--- src/rtl/mc_seq_alu.sv ---
// Multi-cycle ALU: single-cycle add/sub/logic/mov; iterative radix-2 MUL/UMULL/SMULL/UDIV (and SDIV when MC_SEQ_ALU_SDIV_EN is defined).
// Latency: 1 cycle for single-cycle ops and divide-by-zero, WIDTH+1 cycles for multiply/divide; done is a one-cycle pulse.
// Backpressure: ready=1 only in IDLE; start while busy or in DONE is dropped, never queued.
module mc_seq_alu #(
    parameter int WIDTH = 32
) (
    input  logic             clk,
    input  logic             reset,
    input  logic             start,
    input  logic [3:0]       alu_control,
    input  logic [WIDTH-1:0] a,
    input  logic [WIDTH-1:0] b,
    output logic             ready,
    output logic             done,
    output logic [WIDTH-1:0] result,
    output logic [WIDTH-1:0] result2,
    output logic [3:0]       alu_flags,
    output logic             div_by_zero
);
    localparam int CNT_W = $clog2(WIDTH) + 1;
    localparam int MSB   = WIDTH - 1;

    localparam logic [3:0] OP_ADD   = 4'b0000;
    localparam logic [3:0] OP_SUB   = 4'b0001;
    localparam logic [3:0] OP_AND   = 4'b0010;
    localparam logic [3:0] OP_OR    = 4'b0011;
    localparam logic [3:0] OP_MUL   = 4'b0100;
    localparam logic [3:0] OP_UMULL = 4'b0101;
    localparam logic [3:0] OP_SMULL = 4'b0110;
    localparam logic [3:0] OP_UDIV  = 4'b0111;
    localparam logic [3:0] OP_MOV   = 4'b1100;
`ifdef MC_SEQ_ALU_SDIV_EN
    localparam logic [3:0] OP_SDIV  = 4'b1101;
`endif

    typedef enum logic [1:0] {S_IDLE, S_MUL, S_DIV, S_DONE} state_t;

    state_t             state;
    logic [CNT_W-1:0]   cnt;
    logic [2*WIDTH-1:0] acc;
    logic [WIDTH-1:0]   opnd;
    logic [3:0]         op_q;
    logic               neg_q, neg_rem_q, ovf_q;

    logic               is_sdiv, is_div_op, is_mul_op, signed_op, b_zero, sdiv_ovf;
    logic [WIDTH-1:0]   abs_a, abs_b;

`ifdef MC_SEQ_ALU_SDIV_EN
    assign is_sdiv = (alu_control == OP_SDIV);
`else
    assign is_sdiv = 1'b0;
`endif
    assign is_div_op = (alu_control == OP_UDIV) || is_sdiv;
    assign is_mul_op = (alu_control == OP_MUL) || (alu_control == OP_UMULL) || (alu_control == OP_SMULL);
    assign signed_op = (alu_control == OP_SMULL) || is_sdiv;
    assign b_zero    = (b == '0);
    assign abs_a     = (signed_op && a[MSB]) ? -a : a;
    assign abs_b     = (signed_op && b[MSB]) ? -b : b;
    assign sdiv_ovf  = is_sdiv && (a == {1'b1, {MSB{1'b0}}}) && (b == '1);
    assign ready     = (state == S_IDLE);

    // Single-cycle datapath, evaluated on the accepting edge
    logic             sub_op;
    logic [WIDTH-1:0] b_op;
    logic [WIDTH:0]   sum;
    logic [WIDTH-1:0] sc_res, sc_res2;
    logic             sc_c, sc_v, sc_legal, sc_dbz;
    logic [3:0]       sc_flags;

    assign sub_op = (alu_control == OP_SUB);
    assign b_op   = sub_op ? ~b : b;
    assign sum    = {1'b0, a} + {1'b0, b_op} + {{WIDTH{1'b0}}, sub_op};

    always_comb begin
        sc_res   = '0;
        sc_res2  = '0;
        sc_c     = 1'b0;
        sc_v     = 1'b0;
        sc_legal = 1'b1;
        sc_dbz   = 1'b0;
        case (alu_control)
            OP_ADD, OP_SUB: begin
                sc_res = sum[WIDTH-1:0];
                sc_c   = sum[WIDTH];
                sc_v   = (a[MSB] == b_op[MSB]) && (sum[MSB] != a[MSB]);
            end
            OP_AND: sc_res = a & b;
            OP_OR:  sc_res = a | b;
            OP_MOV: sc_res = b;
            default: begin
                if (is_div_op) begin
                    sc_res  = '1;
                    sc_res2 = a;
                    sc_dbz  = 1'b1;
                end else begin
                    sc_legal = 1'b0;
                end
            end
        endcase
        sc_flags = sc_legal ? {sc_res[MSB], sc_res == '0, sc_c, sc_v} : 4'b0000;
    end

    // One radix-2 step: shift-add for multiply ({hi, multiplier}), restoring for divide ({rem, dividend})
    logic [WIDTH:0]     mul_sum, div_sh, div_diff;
    logic [2*WIDTH-1:0] mul_nxt, div_nxt;
    logic               div_ge;

    assign mul_sum  = {1'b0, acc[2*WIDTH-1:WIDTH]} + (acc[0] ? {1'b0, opnd} : '0);
    assign mul_nxt  = {mul_sum, acc[WIDTH-1:1]};
    assign div_sh   = acc[2*WIDTH-1:WIDTH-1];
    assign div_diff = div_sh - {1'b0, opnd};
    assign div_ge   = ~div_diff[WIDTH];
    assign div_nxt  = {(div_ge ? div_diff[WIDTH-1:0] : div_sh[WIDTH-1:0]), acc[WIDTH-2:0], div_ge};

    logic [2*WIDTH-1:0] prod;
    logic [WIDTH-1:0]   quo, rem, fin_res, fin_res2;
    logic               fin_long;
    logic [3:0]         fin_flags;

    always_comb begin
        prod     = neg_q ? -mul_nxt : mul_nxt;
        quo      = neg_q ? -div_nxt[WIDTH-1:0] : div_nxt[WIDTH-1:0];
        rem      = neg_rem_q ? -div_nxt[2*WIDTH-1:WIDTH] : div_nxt[2*WIDTH-1:WIDTH];
        fin_res  = prod[2*WIDTH-1:WIDTH];
        fin_res2 = prod[WIDTH-1:0];
        fin_long = 1'b1;
        if (state == S_DIV) begin
            fin_res  = quo;
            fin_res2 = rem;
            fin_long = 1'b0;
        end else if (op_q == OP_MUL) begin
            fin_res  = prod[WIDTH-1:0];
            fin_res2 = '0;
        end
        fin_flags = {fin_res[MSB], (fin_res == '0) && (!fin_long || fin_res2 == '0),
                     1'b0, (state == S_DIV) && ovf_q};
    end

    always_ff @(posedge clk or negedge reset) begin
        if (!reset) begin
            state       <= S_IDLE;
            cnt         <= '0;
            acc         <= '0;
            opnd        <= '0;
            op_q        <= '0;
            neg_q       <= 1'b0;
            neg_rem_q   <= 1'b0;
            ovf_q       <= 1'b0;
            done        <= 1'b0;
            result      <= '0;
            result2     <= '0;
            alu_flags   <= '0;
            div_by_zero <= 1'b0;
        end else begin
            done <= 1'b0;
            case (state)
                S_IDLE: if (start) begin
                    op_q      <= alu_control;
                    cnt       <= '0;
                    neg_q     <= signed_op && (a[MSB] ^ b[MSB]);
                    neg_rem_q <= is_sdiv && a[MSB];
                    ovf_q     <= sdiv_ovf;
                    if (is_mul_op) begin
                        acc   <= {{WIDTH{1'b0}}, abs_b};
                        opnd  <= abs_a;
                        state <= S_MUL;
                    end else if (is_div_op && !b_zero) begin
                        acc   <= {{WIDTH{1'b0}}, abs_a};
                        opnd  <= abs_b;
                        state <= S_DIV;
                    end else begin
                        state       <= S_DONE;
                        done        <= 1'b1;
                        result      <= sc_res;
                        result2     <= sc_res2;
                        alu_flags   <= sc_flags;
                        div_by_zero <= sc_dbz;
                    end
                end
                S_MUL, S_DIV: begin
                    acc <= (state == S_MUL) ? mul_nxt : div_nxt;
                    cnt <= cnt + CNT_W'(1);
                    if (cnt == CNT_W'(WIDTH - 1)) begin
                        state       <= S_DONE;
                        done        <= 1'b1;
                        result      <= fin_res;
                        result2     <= fin_res2;
                        alu_flags   <= fin_flags;
                        div_by_zero <= 1'b0;
                    end
                end
                default: state <= S_IDLE;
            endcase
        end
    end
endmodule

--- config.mk ---
export PLATFORM = sky130hd
export DESIGN_NAME = mc_seq_alu
export DESIGN_NICKNAME = d
export VERILOG_FILES = /design/src/rtl/mc_seq_alu.sv
export SDC_FILE = /design/constraint.sdc
export NUM_CORES = 1
export LEC_CHECK = 0
export ABC_AREA = 1
export CAP_MARGIN = 20
export CORE_MARGIN = 1
export CORE_UTILIZATION = 30
export DETAILED_ROUTE_END_ITERATION = 12
export HOLD_SLACK_MARGIN = 0.05
export PLACE_DENSITY = 0.48
export SLEW_MARGIN = 40
export SYNTH_ARGS = -nofsm -noshare
export SYNTH_HDL_FRONTEND = slang
export SYNTH_SLANG_ARGS = --single-unit
--- constraint.sdc ---
create_clock -name clk -period 5 [get_ports clk]
set_input_delay 0.5 -clock clk [delete_from_list [all_inputs] [get_ports clk]]
set_output_delay 0.5 -clock clk [all_outputs]
set_load 0.1 [all_outputs]
==> metrics list, run 1 <==
- Type of element capturing the critical path: flip-flop
- Clock latency on the worst-skew pair, taken at its later pin, is 0.52 ns.
- Synthesis warning total: 0
- Sequential area share after synthesis: 20.1%
- The synthesized netlist contains 60 unique library cells.
* Required time at the endpoint of the critical path: 5.47 ns
* Number of cell instances on the worst register-to-register path: 33
- Share of synthesized area spent on multiplexers: 0%
- For the final routed database, the setup TNS stands at 0 ns.
- Ratio of cells with drive above 1 in the final layout: 7.60%
- Summed over all cells, the static leakage comes to 12.5 nW.
* Pwr dens: 748 nW/µm²
* Number of buffers inserted during clock tree synthesis: 17
- Global routing used 38.5% of the available met1 tracks.
* Maximum number of pins on one net before global-route repair: 103
* Global route total overflow: 0
- The library cell used most frequently in the layout, excluding fill and tap cells, is sky130_fd_sc_hd__nand2_1.
* Routing usage on met2: 47.5%
- Global-route wire length before repair: 161000 µm
- Result of the run: finished clean
- Post-route total power: 18.8 mW
- Synthesized flop and latch total: 179
- The die covers 75500 µm².
- The slowest stage of the critical path belongs to the cell sky130_fd_sc_hd__dfrtp_1.
- Relative to the synthesized area, the layout overhead comes to 12.4%.
- The first detailed-routing pass took 6 iterations.
- In this run, placement finished with an instance count of 4792.
* Unrepaired setup endpoints after global routing: no
* Critical path's largest stage delay: 0.35 ns
- Crit share post-route: 91.7%
* Via total after detailed routing: 25.6k
* Post-detailed-placement half-perimeter wirelength: 91200 µm
- Min-Delay Path Class: flip-flop to flip-flop
- Most Used Layer, Global Route: met2
- In this run the vertical extent of the chip is 275 µm.
* Reg-to-reg endpoint: alu_flags[2]
* Crit path kind: flip-flop to flip-flop
- Post-synthesis simple-gate area fraction: 35.1%
- For this block, the routed nets add up to 110000 µm of wire.
* Predominant post-synthesis flop cell: sky130_fd_sc_hd__dfrtp_1
- When the netlist entered floorplanning its net count stood at 3957.
- The floorplan step set the die width to 275 µm.
- Clock Pin Slew Worst Setup and Hold Paths: 0.08 ns
* Post-synth EDFFs: 0
- For this configuration, the core starts out at a cell density of 30.4%.
- Placer congestion estimate: 0.990
- The clock passes through at most 2 buffers.
* Category of the worst setup path launch point: flip-flop
- Count of H-tree levels built during CTS: 4
- After synthesis, the largest family of logic cells by area is simple AND/OR/NAND/NOR gates.
- Top library cells by usage in the layout, fill and taps aside: sky130_fd_sc_hd__nand2_1 (1056), sky130_fd_sc_hd__inv_1 (501), sky130_fd_sc_hd__o21ai_0 (340)
- Layout Skew: 0.0180 ns
- Relative slew slack: 39.9%
- Max frequency: 0.218 GHz
- Avg Cell Area, Syn: 5.91 µm²
- For this run, design rule violations remaining after detail routing come to 0.
- Along the worst path, the maximum fanout reaches 11.
* Antenna-violating nets left: 0
- GR Util met3: 3.76%
* I/O Buffers: 141
* CTS Sinks: 179
* Count of endpoints failing setup in the final report: 0
- After detailed routing, the average wire length per cell comes to 22.8 µm.
- # Post-CTS Setup Buffers: 0
- For this run, the post-layout net count is 4035.
- Arr. time, crit path: 5.05 ns
- Syn Std Cell Area: 22300 µm²
* R2R Path Start: acc[31]
* Average vias per placed instance: 5.30
* Area share of xor/xnor cells in the synthesized design: 5.53%
* Final Max Tran Viols: 0
- At the pin with the least slew margin, the transition time is 0.901 ns.
- After synthesis, the share of flip-flops with an asynchronous set or reset is 100%.
- Summing the areas of all compound-gate instances in the mapped netlist gives 21.3% of the synthesized area.
- IO Pins: 142
- The tree is rooted in a sky130_fd_sc_hd__clkbuf_16.
- The number of antenna violations at the first check in global routing is 3.
- Clock period minus final worst setup slack: 4.59 ns
- The number of endpoints with negative hold slack in the final report is 0.
* Number of maximum-capacitance violations: 0
- The worst hold path begins at result[7].
* Worst IR Drop VDD: 0.374 mV
- In this run the standard cell core region covers 73300 µm².
* Number of global-route vias before repair: 24.5k
- Rows: 99
* Violation count after the first detailed-route iteration: 2203
- Count of cells along the worst hold path: 2
- Worst min-delay path endpoint: result[7]
- Synthesized instance count: 3775
- In this design, the critical path's most frequently occurring cell is sky130_fd_sc_hd__nand2_1.
* Launching instance or port of the critical path: acc[31]
- Global routing consumed, over all layers together, 29.0% of the routing resources.
* Flop-to-flop setup slack: 0.41 ns
- Of the total synthesized cell area, the portion taken by full adders, half adders and majority gates is 6.32%.
- Non-filler cells in the finished layout: 4826
- Clock tree from TritonCTS: yes
==> power breakdown <==
part / switching [mW] / total [mW] / internal, mW
Clock: 0.792 / 1.47 / 0.679
Sequential: 0.697 / 2.79 / 2.09
Combinational: 10.8 / 14.5 / 3.74
==> logic make-up after synthesis <==
logic type / count (synthesis)
and+or+nand+nor: 1847
buffers and inverters: 671
AOI/OAI and AO/OA: 826
DFF: 179
adders and majority gates: 111
xor gates and xnor gates: 141
==> Yosys cell counts (35+ instances only) <==
master | count | share of area, %
sky130_fd_sc_hd__a22oi_1 | 36 | 1.2
sky130_fd_sc_hd__dfrtp_1 | 179 | 20
sky130_fd_sc_hd__o21ai_0 | 340 | 7.6
sky130_fd_sc_hd__nand2_1 | 1056 | 18
sky130_fd_sc_hd__xor2_1 | 122 | 4.8
sky130_fd_sc_hd__ha_1 | 108 | 6.1
sky130_fd_sc_hd__nor3_1 | 38 | 0.85
sky130_fd_sc_hd__clkbuf_1 | 96 | 1.6
sky130_fd_sc_hd__inv_1 | 505 | 8.5
sky130_fd_sc_hd__nand3_1 | 253 | 5.7
sky130_fd_sc_hd__o22ai_1 | 35 | 0.98
sky130_fd_sc_hd__a21oi_1 | 226 | 5.1
sky130_fd_sc_hd__nand4_1 | 51 | 1.4
sky130_fd_sc_hd__nor2_1 | 334 | 5.6
sky130_fd_sc_hd__o211ai_1 | 53 | 1.8
==> sequential cells by signal, indices dropped and copies added (netlist names) <==
name and cells:
result2 32, opnd 32, done 1, state 2, acc 64, neg_q 1, div_by_zero 1, alu_flags 4
result 32, cnt 6, op_q 4
==> critical path, delay by kind of cell (launching register included) <==
kind,cells,cell delay (ns)
AOI/OAI and AO/OA,3,0.40
DFF,1,0.35
and+or+nand+nor,23,2.33
buffers and inverters,4,0.67
adders and majority gates,3,0.76
==> worst max path at each step <==
stage / cells past startpoint / slack (ns) / end
after CTS: 32 / 0.37 / alu_flags[2]
after detailed placement: 26 / 0.23 / alu_flags[2]
after global routing: 32 / 0.02 / alu_flags[2]
after floorplan: 33 / 1.27 / alu_flags[2]
final: 33 / 0.41 / alu_flags[2]
after global placement: 26 / 0.27 / alu_flags[2]
==> metrics by stage <==
step	area, µm²	hold slack [ns]	setup WS, ns	util [%]
after floorplan	22300	0.204	1.27	-
after global placement	24800	0.455	0.267	33.8
after detailed placement	24500	0.457	0.227	33.4
after CTS	25100	0.476	0.366	34.2
after global routing	25100	0.504	0.0192	34.2
final	25100	0.477	0.415	34.2
==> area by class of cell <==
cell class	count	area (µm²)
fillers	8327	48200
flip-flops and latches	179	4480
well taps	959	1200
repair buffers	201	1540
clock buffers	17	425
clock inverters	15	179
diodes	1	2.50
inverters	529	1990
multi-input cells	2925	15300
==> per-layer routing <==
layer / part of all wire, % / vias to the layer above
met4: 3.9 / 2
met1: 45 / 12000
met5: 0.012 / -
met3: 5.5 / 140
li1: - / 12600
met2: 46 / 845
==> timing repair <==
| action | in CTS | in global routing |
|---|---|---|
| endpoints found under the hold margin | 16 | 0 |
| hold buffers | 1 | 0 |
| gates resized for setup | 0 | 2 |
| setup endpoints to repair | 0 | 1 |
(Power assumes the default switching activity.)
==> run 2, diff against run 1 <==
--- a/config.mk
+++ b/config.mk
@@ -16,3 +16,4 @@
 export SYNTH_ARGS = -nofsm -noshare
 export SYNTH_HDL_FRONTEND = slang
 export SYNTH_SLANG_ARGS = --single-unit
+export TNS_END_PERCENT = 20
==> results of run 2 <==
No change in the layout: final DEF, timing and power equal those of run 1.
